File: config.mk
export PLATFORM = sky130hd
export DESIGN_NAME = bcd_serial_add_ctrl
export DESIGN_NICKNAME = d
export VERILOG_FILES = /design/src/rtl/bcd_serial_add_ctrl.sv
export SDC_FILE = /design/constraint.sdc
export NUM_CORES = 1
export LEC_CHECK = 0
export BUFFER_PORTS_ARGS = -buffer_cell sky130_fd_sc_hd__buf_2
export CAP_MARGIN = 25
export CORE_MARGIN = 1
export CORE_UTILIZATION = 56
export CTS_BUF_LIST = sky130_fd_sc_hd__clkbuf_8 sky130_fd_sc_hd__clkbuf_16
export DETAILED_ROUTE_END_ITERATION = 7
export HOLD_SLACK_MARGIN = 0.1
export PLACE_DENSITY = 0.95
export SYNTH_ARGS = -nofsm -noshare
export SYNTH_HDL_FRONTEND = slang
export SYNTH_SLANG_ARGS = --single-unit
File: constraint.sdc
create_clock -name clock -period 5.7 [get_ports clock]
set_input_delay 0.57 -clock clock [delete_from_list [all_inputs] [get_ports clock]]
set_output_delay 0.57 -clock clock [all_outputs]
set_load 0.005 [all_outputs]
File: src/rtl/bcd_serial_add_ctrl.sv
`default_nettype none
// ============================================================================
// Module      : bcd_serial_add_ctrl
// Description : Multi-digit BCD adder sequencer. Validates two packed BCD
//               operands, then drives one shared single-digit BCD adder
//               datapath LSB-first with a ripple carry, collecting each
//               registered digit result into the packed sum.
// Revision    : 1.0 - initial release
// ============================================================================
module bcd_serial_add_ctrl #(
    parameter int NDIG = 4
) (
    input  logic                clock,
    input  logic                reset,
    input  logic                start,
    input  logic [4*NDIG-1:0]   a_in,
    input  logic [4*NDIG-1:0]   b_in,
    output logic                busy,
    output logic                done,
    output logic                err,
    output logic [4*NDIG-1:0]   sum_out,
    output logic                cout_out,
    output logic [3:0]          dig_a,
    output logic [3:0]          dig_b,
    output logic                dig_cin,
    output logic                dig_load,
    input  logic [4:0]          dig_q,
    output logic [2:0]          dig_idx
);

    typedef enum logic [2:0] {
        S_IDLE    = 3'd0,
        S_CHECK   = 3'd1,
        S_ISSUE   = 3'd2,
        S_CAPTURE = 3'd3,
        S_DONE    = 3'd4
    } state_t;

    localparam logic [2:0] c_last_idx = 3'(NDIG - 1);

    state_t             r_state;
    state_t             w_next;
    logic [4*NDIG-1:0]  r_a;
    logic [4*NDIG-1:0]  r_b;
    logic               r_carry;
    logic [2:0]         r_idx;
    logic               w_bad;
    logic               w_last;
    logic [4:0]         w_base;

    // Bit offset of the current digit inside the packed operands and sum.
    assign w_base  = {r_idx, 2'b00};
    assign w_last  = (r_idx == c_last_idx);
    assign dig_idx = r_idx;

    // Flag any latched operand digit outside 0..9.
    always_comb begin
        w_bad = 1'b0;
        for (int i = 0; i < NDIG; i++) begin
            if ((r_a[4*i +: 4] > 4'd9) || (r_b[4*i +: 4] > 4'd9)) begin
                w_bad = 1'b1;
            end
        end
    end

    // State register.
    always_ff @(posedge clock) begin
        if (reset) begin
            r_state <= S_IDLE;
        end else begin
            r_state <= w_next;
        end
    end

    // Next-state decode and datapath drive; digit inputs are held through CAPTURE.
    always_comb begin
        w_next   = r_state;
        busy     = 1'b1;
        done     = 1'b0;
        dig_a    = 4'd0;
        dig_b    = 4'd0;
        dig_cin  = 1'b0;
        dig_load = 1'b0;
        case (r_state)
            S_IDLE: begin
                busy = 1'b0;
                if (start) begin
                    w_next = S_CHECK;
                end
            end
            S_CHECK: begin
                w_next = w_bad ? S_DONE : S_ISSUE;
            end
            S_ISSUE: begin
                dig_a    = r_a[w_base +: 4];
                dig_b    = r_b[w_base +: 4];
                dig_cin  = r_carry;
                dig_load = 1'b1;
                w_next   = S_CAPTURE;
            end
            S_CAPTURE: begin
                dig_a   = r_a[w_base +: 4];
                dig_b   = r_b[w_base +: 4];
                dig_cin = r_carry;
                w_next  = w_last ? S_DONE : S_ISSUE;
            end
            S_DONE: begin
                done   = 1'b1;
                w_next = S_IDLE;
            end
            default: begin
                w_next = S_IDLE;
            end
        endcase
    end

    // Operand latch, digit result capture, carry ripple and result flags.
    always_ff @(posedge clock) begin
        if (reset) begin
            r_a      <= '0;
            r_b      <= '0;
            r_carry  <= 1'b0;
            r_idx    <= 3'd0;
            sum_out  <= '0;
            err      <= 1'b0;
            cout_out <= 1'b0;
        end else begin
            case (r_state)
                S_IDLE: begin
                    if (start) begin
                        r_a      <= a_in;
                        r_b      <= b_in;
                        r_carry  <= 1'b0;
                        r_idx    <= 3'd0;
                        sum_out  <= '0;
                        err      <= 1'b0;
                        cout_out <= 1'b0;
                    end
                end
                S_CHECK: begin
                    if (w_bad) begin
                        err <= 1'b1;
                    end
                end
                S_CAPTURE: begin
                    sum_out[w_base +: 4] <= dig_q[3:0];
                    r_carry              <= dig_q[4];
                    if (w_last) begin
                        // Final carry is published so it is valid alongside done.
                        cout_out <= dig_q[4];
                    end else begin
                        r_idx <= r_idx + 3'd1;
                    end
                end
                S_DONE: begin
                    r_idx <= 3'd0;
                end
                default: begin
                end
            endcase
        end
    end

endmodule
`default_nettype wire

==> results of run 1 <==
-- critical path, delay by kind of cell (launching register included) --
family          cells  cell delay (ns)
buf+inv             1             0.23
fa+ha+maj           2             0.58
flops               1             0.95
compound gates      1             0.09
simple gates        3             1.00
-- state kept, by name (all words and copies together) (netlist names) --
register,count
r_a,16
r_b,16
sum_out,16
dig_idx,3
r_state,3
cout_out,1
err,1
r_carry,1
-- through the flow --
step	cell area (um^2)	setup WS (ns)	hold WS [ns]	util, %	instances
after global placement	2930	2.88	0.440	65.9	410
after global routing	3130	2.48	0.455	70.4	427
after detailed placement	2930	2.72	0.450	65.9	410
after floorplan	2640	3.46	0.433	-	306
final	3130	2.68	0.458	70.4	427
after CTS	3100	2.70	0.451	69.8	426
-- layer usage --
metal / wire length, um / part of all wire [%] / global-route usage (%)
met3: 399 / 6.4 / 8.12
met5: 0 / 0 / 0
met1: 2550 / 41 / 32.1
met2: 3140 / 50 / 45.4
met4: 145 / 2.3 / 12.0
-- final cells by class --
class / count / area share [%]
tap: 52 / 2.08
sequential: 57 / 36.5
timing repair buffer: 74 / 12.6
inverter: 5 / 0.600
clock buffer: 11 / 4.84
multi-input combinational: 223 / 42.7
clock inverter: 5 / 0.720
-- synthesized netlist by cell type (2+ instances only) --
| cell | number | area [um^2] |
|---|---|---|
| ha_1 | 4 | 50.1 |
| inv_1 | 5 | 18.8 |
| nand2_1 | 83 | 312 |
| mux4_2 | 8 | 180 |
| clkbuf_1 | 6 | 22.5 |
| o21ai_0 | 9 | 45.0 |
| buf_6 | 7 | 78.8 |
| a21oi_1 | 54 | 270 |
| nand3b_1 | 11 | 82.6 |
| nor2b_1 | 9 | 56.3 |
| nand4_1 | 2 | 12.5 |
| nor3_1 | 3 | 15.0 |
| dfxtp_1 | 57 | 1140 |
| nand3_1 | 9 | 45.0 |
| or3_1 | 2 | 12.5 |
| nor3b_1 | 3 | 22.5 |
| nor2_1 | 8 | 30.0 |
| buf_2 | 8 | 40.0 |
| and3b_1 | 2 | 17.5 |
-- final timing paths --
kind | startpoint | endpoint | slack, ns | depth (start not counted)
worst max-delay path | dig_idx[0]$_SDFFE_PP0P_ | sum_out[2]$_SDFFE_PP0P_ | 2.68 | 7
worst min register to register | r_b[4]$_SDFFE_PP0P_ | r_b[4]$_SDFFE_PP0P_ | 0.46 | 2
worst min-delay path | r_b[4]$_SDFFE_PP0P_ | r_b[4]$_SDFFE_PP0P_ | 0.46 | 2
worst max register to register | dig_idx[0]$_SDFFE_PP0P_ | sum_out[2]$_SDFFE_PP0P_ | 2.68 | 7
-- placed cells by master, fill, tap and decap left out, drive strengths merged, types with 2 or more instances in the layout --
master,n
a21oi,54
and3b,2
buf,74
clkbuf,11
clkinv,3
dfxtp,57
ha,4
inv,7
mux4,8
nand2,83
nand3,9
nand3b,12
nand4,2
nor2,9
nor2b,9
nor3,3
nor3b,3
nor4,2
o21ai,9
or3,3
-- kinds of logic after synthesis --
kind of cell / count (synthesis)
buf+inv: 26
simple gates: 142
mux: 9
flops: 57
fa+ha+maj: 4
compound gates: 68
-- power by group through the flow --
stage	Combinational (W)	Sequential, W	Clock [W]
2_1_floorplan	0.000103	0.000440	0
4_1_cts	0.000118	0.000442	0.000334
3_3_place_gp	0.000114	0.000449	0
3_5_place_dp	0.000117	0.000450	0
5_1_grt	0.000140	0.000445	0.000355
6_report	0.000125	0.000442	0.000329
==> impl_results.md, run 1 <==
* Run status: complete, but fails checks
* Violated checks: design-rule violations
* Net count of the finished layout at slightly above 400
* Final Hold Viols at 0
* Total power after layout at between 0.0008 and 0.0009 W
* Average vias per placed instance at ~5.7
* Data arrival time at the worst-slack endpoint at between 3 and 4 ns
* Static leakage at roughly 1.3 nW
* Antenna violations before repair at 0
* Count of filler cells inserted in the layout at 345
* DRC violation count after routing at 10
* Complex-gate fraction of the synthesized area at 14.2%
* Number of enable-type register cells in the synthesized netlist at 0
* Remaining number of nets flagged by the antenna check after routing at 0
* Number of post-CTS setup repair buffers at 0
* Share of cells above drive strength 1 at a little over a quarter
* H-tree levels at 3
* Post-synthesis mux area share at around 7.2%
* CP Max Fanout at 16
* Critical Path Sink Type: flop
* Largest voltage drop on the vdd net at 189 uV
* Layout overhead on the synthesized area at 18.7%
* Setup Total Neg Slack at 0 ns
* Starting density of the core at around three fifths
* Predominant post-synthesis flop cell: dfxtp_1
* Wirelength per Cell at approximately 15 um
* Most numerous cell on the critical path: ha_1
* Share of synthesized registers carrying an async set or reset at 0%
* Number of distinct library cells after synthesis at 35
* Height of the chip at around 70 um
* Total GRT Usage at between 20% and 30%
* Number of buffers added on ports at about 70
* CTS root buf: clkbuf_8
* Path type of the worst setup path: reg2reg
* Synthesized cell area at around 2600 um^2
* Synthesized area divided by synthesized cell count at 8.62 um^2
* First-pass detailed-route iteration total at 7
* Wire length of the first global-routing pass at a little over 10000 um
* Least-Margin Pin Slew at between 0.9 and 1 ns
* Cell Int Power at 0.000652 W
* CP max stage delay at 0.95 ns
* Instance count of the mapped netlist at ~300
* Simple-gate area share of the yosys netlist at between 20 and 30%
* Total half-perimeter wirelength after legalization and detailed placement at 4290 um
* CP max stage cell: dfxtp_1
* Number of global-route vias before repair at 2219
* RD Place Congestion at about 0.77
* Worst-path clk slew at approximately 0.07 ns
* Sort of element at the start of the critical path: flop
* Post-route fraction of the period consumed by the critical path at 52.9%
* Count of endpoints failing setup in the final report at 0
* Number of pins exceeding their max-slew limit in the final report at 0
* Sequential group share of total power at about 49%
* Full die area at approximately 5000 um^2
* Post-synth net total at between 300 and 400
* Crit path required time at 5.88 ns
* Initial DRC Count at between 200 and 250
* Routed Wire Length at 6240 um
* Floorplan die width at 70.6 um
* Max transition margin at 36.5%
* Relative contribution of combinational cells to total power at approximately 14%
* Setup repair after global routing missed its margin: false
* Multi-input logic area at 1340 um^2
* Storage element area at 1140 um^2
* Number of gates given a new drive strength after cts at 0
* Grt ovf at 0
* Sinks on Clock Net at 57
* Final worst clock skew at a little over 0.009 ns
* Power density over cell area at about 290 nW/um^2
* Yosys synthesis warning count at 0
* Count of maximum capacitance violations at 0
* Clock network power share at ~37%
* Largest net degree at the start of global routing at 56
* Fmax at between 0.3 and 0.4 GHz
* Routed vias at approximately 2400
* Count of hold buffers inserted by post-cts repair at 0
* Area of the core region at 4440 um^2
* Num CTS Buffers at 9
* Dominant combinational cell family by area after synthesis: simple AND/OR/NAND/NOR gates
* Number of core rows at 24
* Crit path time final at between 3 and 4 ns
* Clock latency reported for the late side of the worst-skew pair at 0.34 ns
* Xor and xnor area share after synthesis at 0%
* Max Root-Sink Buffers at 2
* Number of antenna diodes at 0
* Synthesis-stage register bit count at 57
* Seq/Total Area, Yosys at 43.3%
* Power dissipated by switching net loads at 0.000244 W
* Boundary Pins at 73
* CTS tree: done
* Switching power as a share of total power at 27.2%
* Sequence of cells on the critical path: inv_1 > ha_1 > ha_1 > or4b_1 > nor4_4 > nand3b_1 > a21oi_1
* Adder-cell share of the synthesized area at under 10%
* Class of the tightest hold or removal check: reg2reg
Power figures use the tool's default switching activity.
==> inputs of run 2 (changes only) <==
--- a/config.mk
+++ b/config.mk
@@ -8,11 +8,11 @@
 export BUFFER_PORTS_ARGS = -buffer_cell sky130_fd_sc_hd__buf_2
 export CAP_MARGIN = 25
 export CORE_MARGIN = 1
-export CORE_UTILIZATION = 56
+export CORE_UTILIZATION = 47
 export CTS_BUF_LIST = sky130_fd_sc_hd__clkbuf_8 sky130_fd_sc_hd__clkbuf_16
 export DETAILED_ROUTE_END_ITERATION = 7
 export HOLD_SLACK_MARGIN = 0.1
-export PLACE_DENSITY = 0.95
+export PLACE_DENSITY = 0.87
 export SYNTH_ARGS = -nofsm -noshare
 export SYNTH_HDL_FRONTEND = slang
 export SYNTH_SLANG_ARGS = --single-unit
==> constraint.sdc (replaced) <==
create_clock -name clock -period 2.45 [get_ports clock]
set_input_delay 0.245 -clock clock [delete_from_list [all_inputs] [get_ports clock]]
set_output_delay 0.245 -clock clock [all_outputs]
set_load 0.005 [all_outputs]
==> run 2 against run 1 <==
The run now ends clean. Sequential power up 130%. Total power is 140% higher. Clock skew down 0.0015 ns. Worst hold slack got worse by 0.32 ns. Die area up 19%. Cell area up 1.5%. Final cell count increased by 4.9%. Global-route usage down 4.2 points. Register-to-register slack got worse by 2.4 ns. Critical path depth unchanged. Largest cell class unchanged. Highest routed layer unchanged.
==> impl_results.md, run 2 (synthesis results as in run 1) <==
* Critical Path Sink Type: flop
* H-tree levels at 3
* Routed vias at about 2400
* Area of the core region at between 5000 and 6000 um^2
* Largest registers: r_a: 16 flops, r_b: 16 flops, sum_out: 16 flops
* Crit path buf inv count at 1
* Final worst clock skew at 0.00766 ns
* Routed Wire Length at 6460 um
* Most numerous cell on the critical path: ha_1
* Crit path required time at between 2 and 3 ns
* First-pass detailed-route iteration total at 4
* Number of pins exceeding their max-slew limit in the final report at 0
* Least-Margin Pin Slew at 0.689 ns
* Number of post-CTS setup repair buffers at 0
* Power dissipated by switching net loads at ~0.0006 W
* Sequential group share of total power at between 40% and 50%
* Antenna violations before repair at 0
* Final Hold Viols at 0
* Floorplan die width at approximately 77 um
* Number of buffers added on ports at 72
* Net count of the finished layout at approximately 420
* Clock network power share at around two fifths
* RD Place Congestion at just over 0.8
* Largest delay contributor family on the critical path: simple AND/OR/NAND/NOR gates
* Count of hold buffers inserted by post-cts repair at 0
* Sequence of cells on the critical path: inv_1 > ha_1 > ha_1 > or4b_1 > nor4_4 > nand3b_1 > a21oi_1
* Boundary Pins at between 70 and 80
* Fmax at ~0.47 GHz
* Crit path time final at 2.14 ns
* Setup repair after global routing missed its margin: false
* Sort of element at the start of the critical path: flop
* Share of cells above drive strength 1 at 28.3%
* Total GRT Usage at roughly 23%
* CTS tree: done
* Count of endpoints failing setup in the final report at 0
* Layout overhead on the synthesized area at 20.5%
* Post-place setup slack at around 0.34 ns
* Clock latency reported for the late side of the worst-skew pair at between 0.3 and 0.4 ns
* Num CTS Buffers at 9
* Starting density of the core at 50.3%
* Wire length of the first global-routing pass at roughly 10000 um
* Power density over cell area at a little under 700 nW/um^2
* Setup Total Neg Slack at 0 ns
* Average vias per placed instance at 5.39
* Largest net degree at the start of global routing at 33
* CTS root buf: clkbuf_8
* Sinks on Clock Net at 57
* CP max stage cell: or4b_1
* Total half-perimeter wirelength after legalization and detailed placement at 4660 um
* Number of antenna diodes at 0
* Worst Setup Slack, final at slightly above 0.3 ns
* Number of core rows at 26
* Full die area at roughly 5900 um^2
* Most common cell after layout, fill and taps aside: nand2_1
* Max Root-Sink Buffers at 2
* Count of maximum capacitance violations at 0
* CP max stage delay at 0.52 ns
* Number of global-route vias before repair at around 2300
* Max transition margin at 54.1%
* Path type of the worst setup path: reg2reg
* Total power after layout at 0.00218 W
* Total non-filler cell area in the finished layout at 3180 um^2
* Remaining number of nets flagged by the antenna check after routing at 0
* Data arrival time at the worst-slack endpoint at 2.34 ns
* Switching power as a share of total power at 27.0%
* Internal reg-to-reg setup slack at a little over 0.3 ns
* CP Max Fanout at 8
* Initial DRC Count at about 140
* Post-route fraction of the period consumed by the critical path at between 80% and 90%
* Most frequent cells in the layout: nand2_1, buf_2, dfxtp_1
* Area post-placement at between 2000 and 3000 um^2
* Largest voltage drop on the vdd net at 524 uV
* Wirelength per Cell at 14.4 um
* Static leakage at around 1.3 nW
* Worst-path clk slew at roughly 0.07 ns
* Class of the tightest hold or removal check: in2reg
* Run status: completed
* Relative contribution of combinational cells to total power at approximately an eighth
* Cell Int Power at around 0.0016 W
* Number of gates given a new drive strength after cts at 0
* DRC violation count after routing at 0
* Height of the chip at 76.9 um
* Grt ovf at 0
-- run 2: changes by cell type in the layout (fill, tap and decap cells not counted) --
cell and change:
buf_4 +4, clkinvlp_4 +2, buf_16 -1, bufinv_16 +1, clkbuf_8 -1, clkinv_2 -1, inv_1 -1
-- run 2: routing by layer --
| layer | part of all wire, % | vias to the layer above | global-route usage, % |
|---|---|---|---|
| li1 | - | 1190 | - |
| met5 | 0 | - | 0 |
| met4 | 2.3 | 0 | 11.9 |
| met1 | 42 | 1113 | 26.7 |
| met3 | 6.4 | 18 | 7.74 |
| met2 | 49 | 95 | 36.5 |
-- run 2: worst register-to-register path, delay by kind of cell, from the launching register on --
kind	cells	cell delay [ns]
AOI/OAI and AO/OA	1	0.08
adders and majority gates	2	0.51
DFF	1	0.33
and+or+nand+nor	3	1.00
buffers and inverters	1	0.08
-- run 2: stage by stage --
stage	hold WS, ns	util [%]	std cells
after global routing	0.141	60.7	448
final	0.141	60.7	448
after floorplan	0.381	-	306
after detailed placement	0.447	56.9	432
after CTS	0.131	60.7	448
after global placement	0.443	56.9	432
-- run 2: power groups by stage --
stage | Sequential, W | Clock [W] | Combinational [W]
floorplan | 0.00102 | 0 | 0.000239
global placement | 0.00104 | 0 | 0.000273
detailed placement | 0.00104 | 0 | 0.000285
CTS | 0.00102 | 0.000877 | 0.000287
global route | 0.00103 | 0.000928 | 0.000318
finish | 0.00103 | 0.000864 | 0.000286
-- run 2: worst paths after layout --
path                                              start                 endpoint  cells after the start
worst max-delay path            dig_idx[0]$_SDFFE_PP0P_  sum_out[1]$_SDFFE_PP0P_                      7
worst min-delay path                            b_in[8]      r_b[8]$_SDFFE_PP0P_                      3
worst max register to register  dig_idx[0]$_SDFFE_PP0P_  sum_out[1]$_SDFFE_PP0P_                      7
worst min register to register      r_a[8]$_SDFFE_PP0P_      r_a[8]$_SDFFE_PP0P_                      2
-- run 2: cell type report --
class	count	area, um^2
fillers	456	2060
repair buffers	77	398
clock inverters	6	58.8
flip-flops and latches	57	1140
multi-input cells	223	1340
well taps	70	87.6
inverters	5	18.8
clock buffers	10	138
==> inputs of run 3 (changes only) <==
--- a/config.mk
+++ b/config.mk
@@ -8,11 +8,11 @@
 export BUFFER_PORTS_ARGS = -buffer_cell sky130_fd_sc_hd__buf_2
 export CAP_MARGIN = 25
 export CORE_MARGIN = 1
-export CORE_UTILIZATION = 47
+export CORE_UTILIZATION = 44
 export CTS_BUF_LIST = sky130_fd_sc_hd__clkbuf_8 sky130_fd_sc_hd__clkbuf_16
 export DETAILED_ROUTE_END_ITERATION = 7
 export HOLD_SLACK_MARGIN = 0.1
-export PLACE_DENSITY = 0.87
+export PLACE_DENSITY = 0.83
 export SYNTH_ARGS = -nofsm -noshare
 export SYNTH_HDL_FRONTEND = slang
 export SYNTH_SLANG_ARGS = --single-unit
==> run 3 against run 2 <==
Register-to-register slack barely moved. Final cell count grew 0.67%. Sequential cell count unchanged. Largest cell class unchanged. Highest routed layer unchanged.
==> impl_results.md, run 3 (synthesis results as in run 1) <==
* Max Root-Sink Buffers at 2
* Starting density of the core at 46.7%
* Class of the tightest hold or removal check: in2reg
* Final Non-Filler Cells at around 450
* Number of buffers added on ports at 72
* Largest net degree at the start of global routing at 34
* H-tree levels at 3
* M2 GR Usage at 34.6%
* CP max stage delay at 0.53 ns
* Remaining number of nets flagged by the antenna check after routing at 0
* Run status: completed
* CP max stage cell: or4b_1
* Num CTS Buffers at 9
* Power density over cell area at ~700 nW/um^2
* Count of maximum capacitance violations at 0
* Average vias per placed instance at approximately 5.2
* Fmax at between 0.4 and 0.5 GHz
* Crit path required time at approximately 2.7 ns
* Max transition margin at between 60% and 70%
* Number of pins exceeding their max-slew limit in the final report at 0
* Final worst clock skew at ~0.0078 ns
* Antenna violations before repair at 0
* Routed Wire Length at between 6000 and 7000 um
* Post-route fraction of the period consumed by the critical path at 87.6%
* Crit path buf inv count at 1
* Routed vias at roughly 2400
* Sinks on Clock Net at 57
* CP Max Fanout at 8
* Critical Path Sink Type: flop
* Setup Total Neg Slack at 0 ns
* Hold slack final at about 0.15 ns
* Sequence of cells on the critical path: inv_1 > ha_1 > ha_1 > or4b_1 > nor4_4 > nand3b_1 > a21oi_1
* Sort of element at the start of the critical path: flop
* Wirelength per Cell at approximately 14 um
* Largest voltage drop on the vdd net at around 460 uV
* Wire length of the first global-routing pass at 9960 um
* Final Hold Viols at 0
* Share of cells above drive strength 1 at 28.5%
* Number of gates given a new drive strength after cts at 0
* Count of filler cells inserted in the layout at between 400 and 500
* RD Place Congestion at around 0.80
* Number of global-route vias before repair at roughly 2200
* First-pass detailed-route iteration total at 5
* Worst-path clk slew at 0.07 ns
* Most frequent cells in the layout: nand2_1, buf_2, dfxtp_1
* DRC violation count after routing at 0
* Number of antenna diodes at 0
* CTS tree: done
* Least-Margin Pin Slew at roughly 0.5 ns
* Count of hold buffers inserted by post-cts repair at 0
* Number of core rows at 27
* Boundary Pins at 73
* Global routing usage on met3 at under 10%
* Largest registers: r_a: 16 flops, r_b: 16 flops, sum_out: 16 flops
* Grt ovf at 0
* Largest delay contributor family on the critical path: simple AND/OR/NAND/NOR gates
* CTS root buf: clkbuf_8
* Full die area at 6310 um^2
* Total half-perimeter wirelength after legalization and detailed placement at 4330 um
* Net count of the finished layout at around 420
* Setup repair after global routing missed its margin: false
* Total GRT Usage at between 20% and 30%
* Data arrival time at the worst-slack endpoint at 2.35 ns
* Clock latency reported for the late side of the worst-skew pair at 0.33 ns
* Path type of the worst setup path: reg2reg
* Static leakage at around 1.3 nW
* Area of the core region at 5640 um^2
* Count of endpoints failing setup in the final report at 0
* Floorplan die width at 79.4 um
* GRT Max-Usage Layer: met2
* Total power after layout at 0.00224 W
* Initial DRC Count at 96
* Crit path time final at around 2.1 ns
* GR Util met1 at 24.5%
* Number of post-CTS setup repair buffers at 0
* Total instance count after detailed placement at 435
* Height of the chip at ~80 um
* Layout overhead on the synthesized area at 21.4%
* Finished Core Util at 56.7%
* Most common cell after layout, fill and taps aside: nand2_1
* Most numerous cell on the critical path: ha_1
==> run 3: changes by cell type in the layout (fill, tap and decap cells not counted) <==
| cell | before | now |
|---|---|---|
| buf_4 | 5 | 6 |
| clkinv_2 | 2 | 3 |
| clkbuf_8 | 10 | 9 |
| bufinv_16 | 1 | 2 |
| clkinvlp_4 | 2 | 1 |
==> run 3: power breakdown <==
| group | internal, W | switching (W) |
|---|---|---|
| Sequential | 0.000980 | 0.0000431 |
| Clock | 0.000563 | 0.000370 |
| Combinational | 0.000123 | 0.000163 |
==> run 3: worst min-delay path: stages <==
cell	delay, ns
buf_2	0.10
nand2_1	0.04
a21oi_1	0.05
==> run 3: per-layer routing <==
layer / vias up / share of wire (%)
li1: 1190 / -
met1: 1093 / 44
met2: 73 / 50
met3: 4 / 5.1
met4: 0 / 1.1
met5: - / 0
==> run 3: path summary, 6_finish.rpt <==
check                                from                 endpoint  slack [ns]  cells after the start
setup / recovery  dig_idx[0]$_SDFFE_PP0P_  sum_out[2]$_SDFFE_PP0P_        0.30                      7
hold / removal                    a_in[8]      r_a[8]$_SDFFE_PP0P_        0.15                      3
setup reg to reg  dig_idx[0]$_SDFFE_PP0P_  sum_out[2]$_SDFFE_PP0P_        0.30                      7
hold reg to reg      r_b[12]$_SDFFE_PP0P_     r_b[12]$_SDFFE_PP0P_        0.45                      2
==> run 3: per-stage QoR <==
stage | instance area [um^2] | setup slack, ns
global route | 3200 | 0.184
global placement | 2990 | 0.432
CTS | 3200 | 0.304
detailed placement | 2990 | 0.362
floorplan | 2640 | 0.206
finish | 3200 | 0.304
==> run 3: layout make-up <==
class                      instances  area [um^2]  share of cell area [%]
clock buffer                       9          124                    3.87
clock inverter                     7         86.3                    2.70
inverter                           5         18.8                   0.586
multi-input combinational        223         1340                    41.7
sequential                        57         1140                    35.7
tap                               72         90.1                    2.81
timing repair buffer              78          405                    12.7
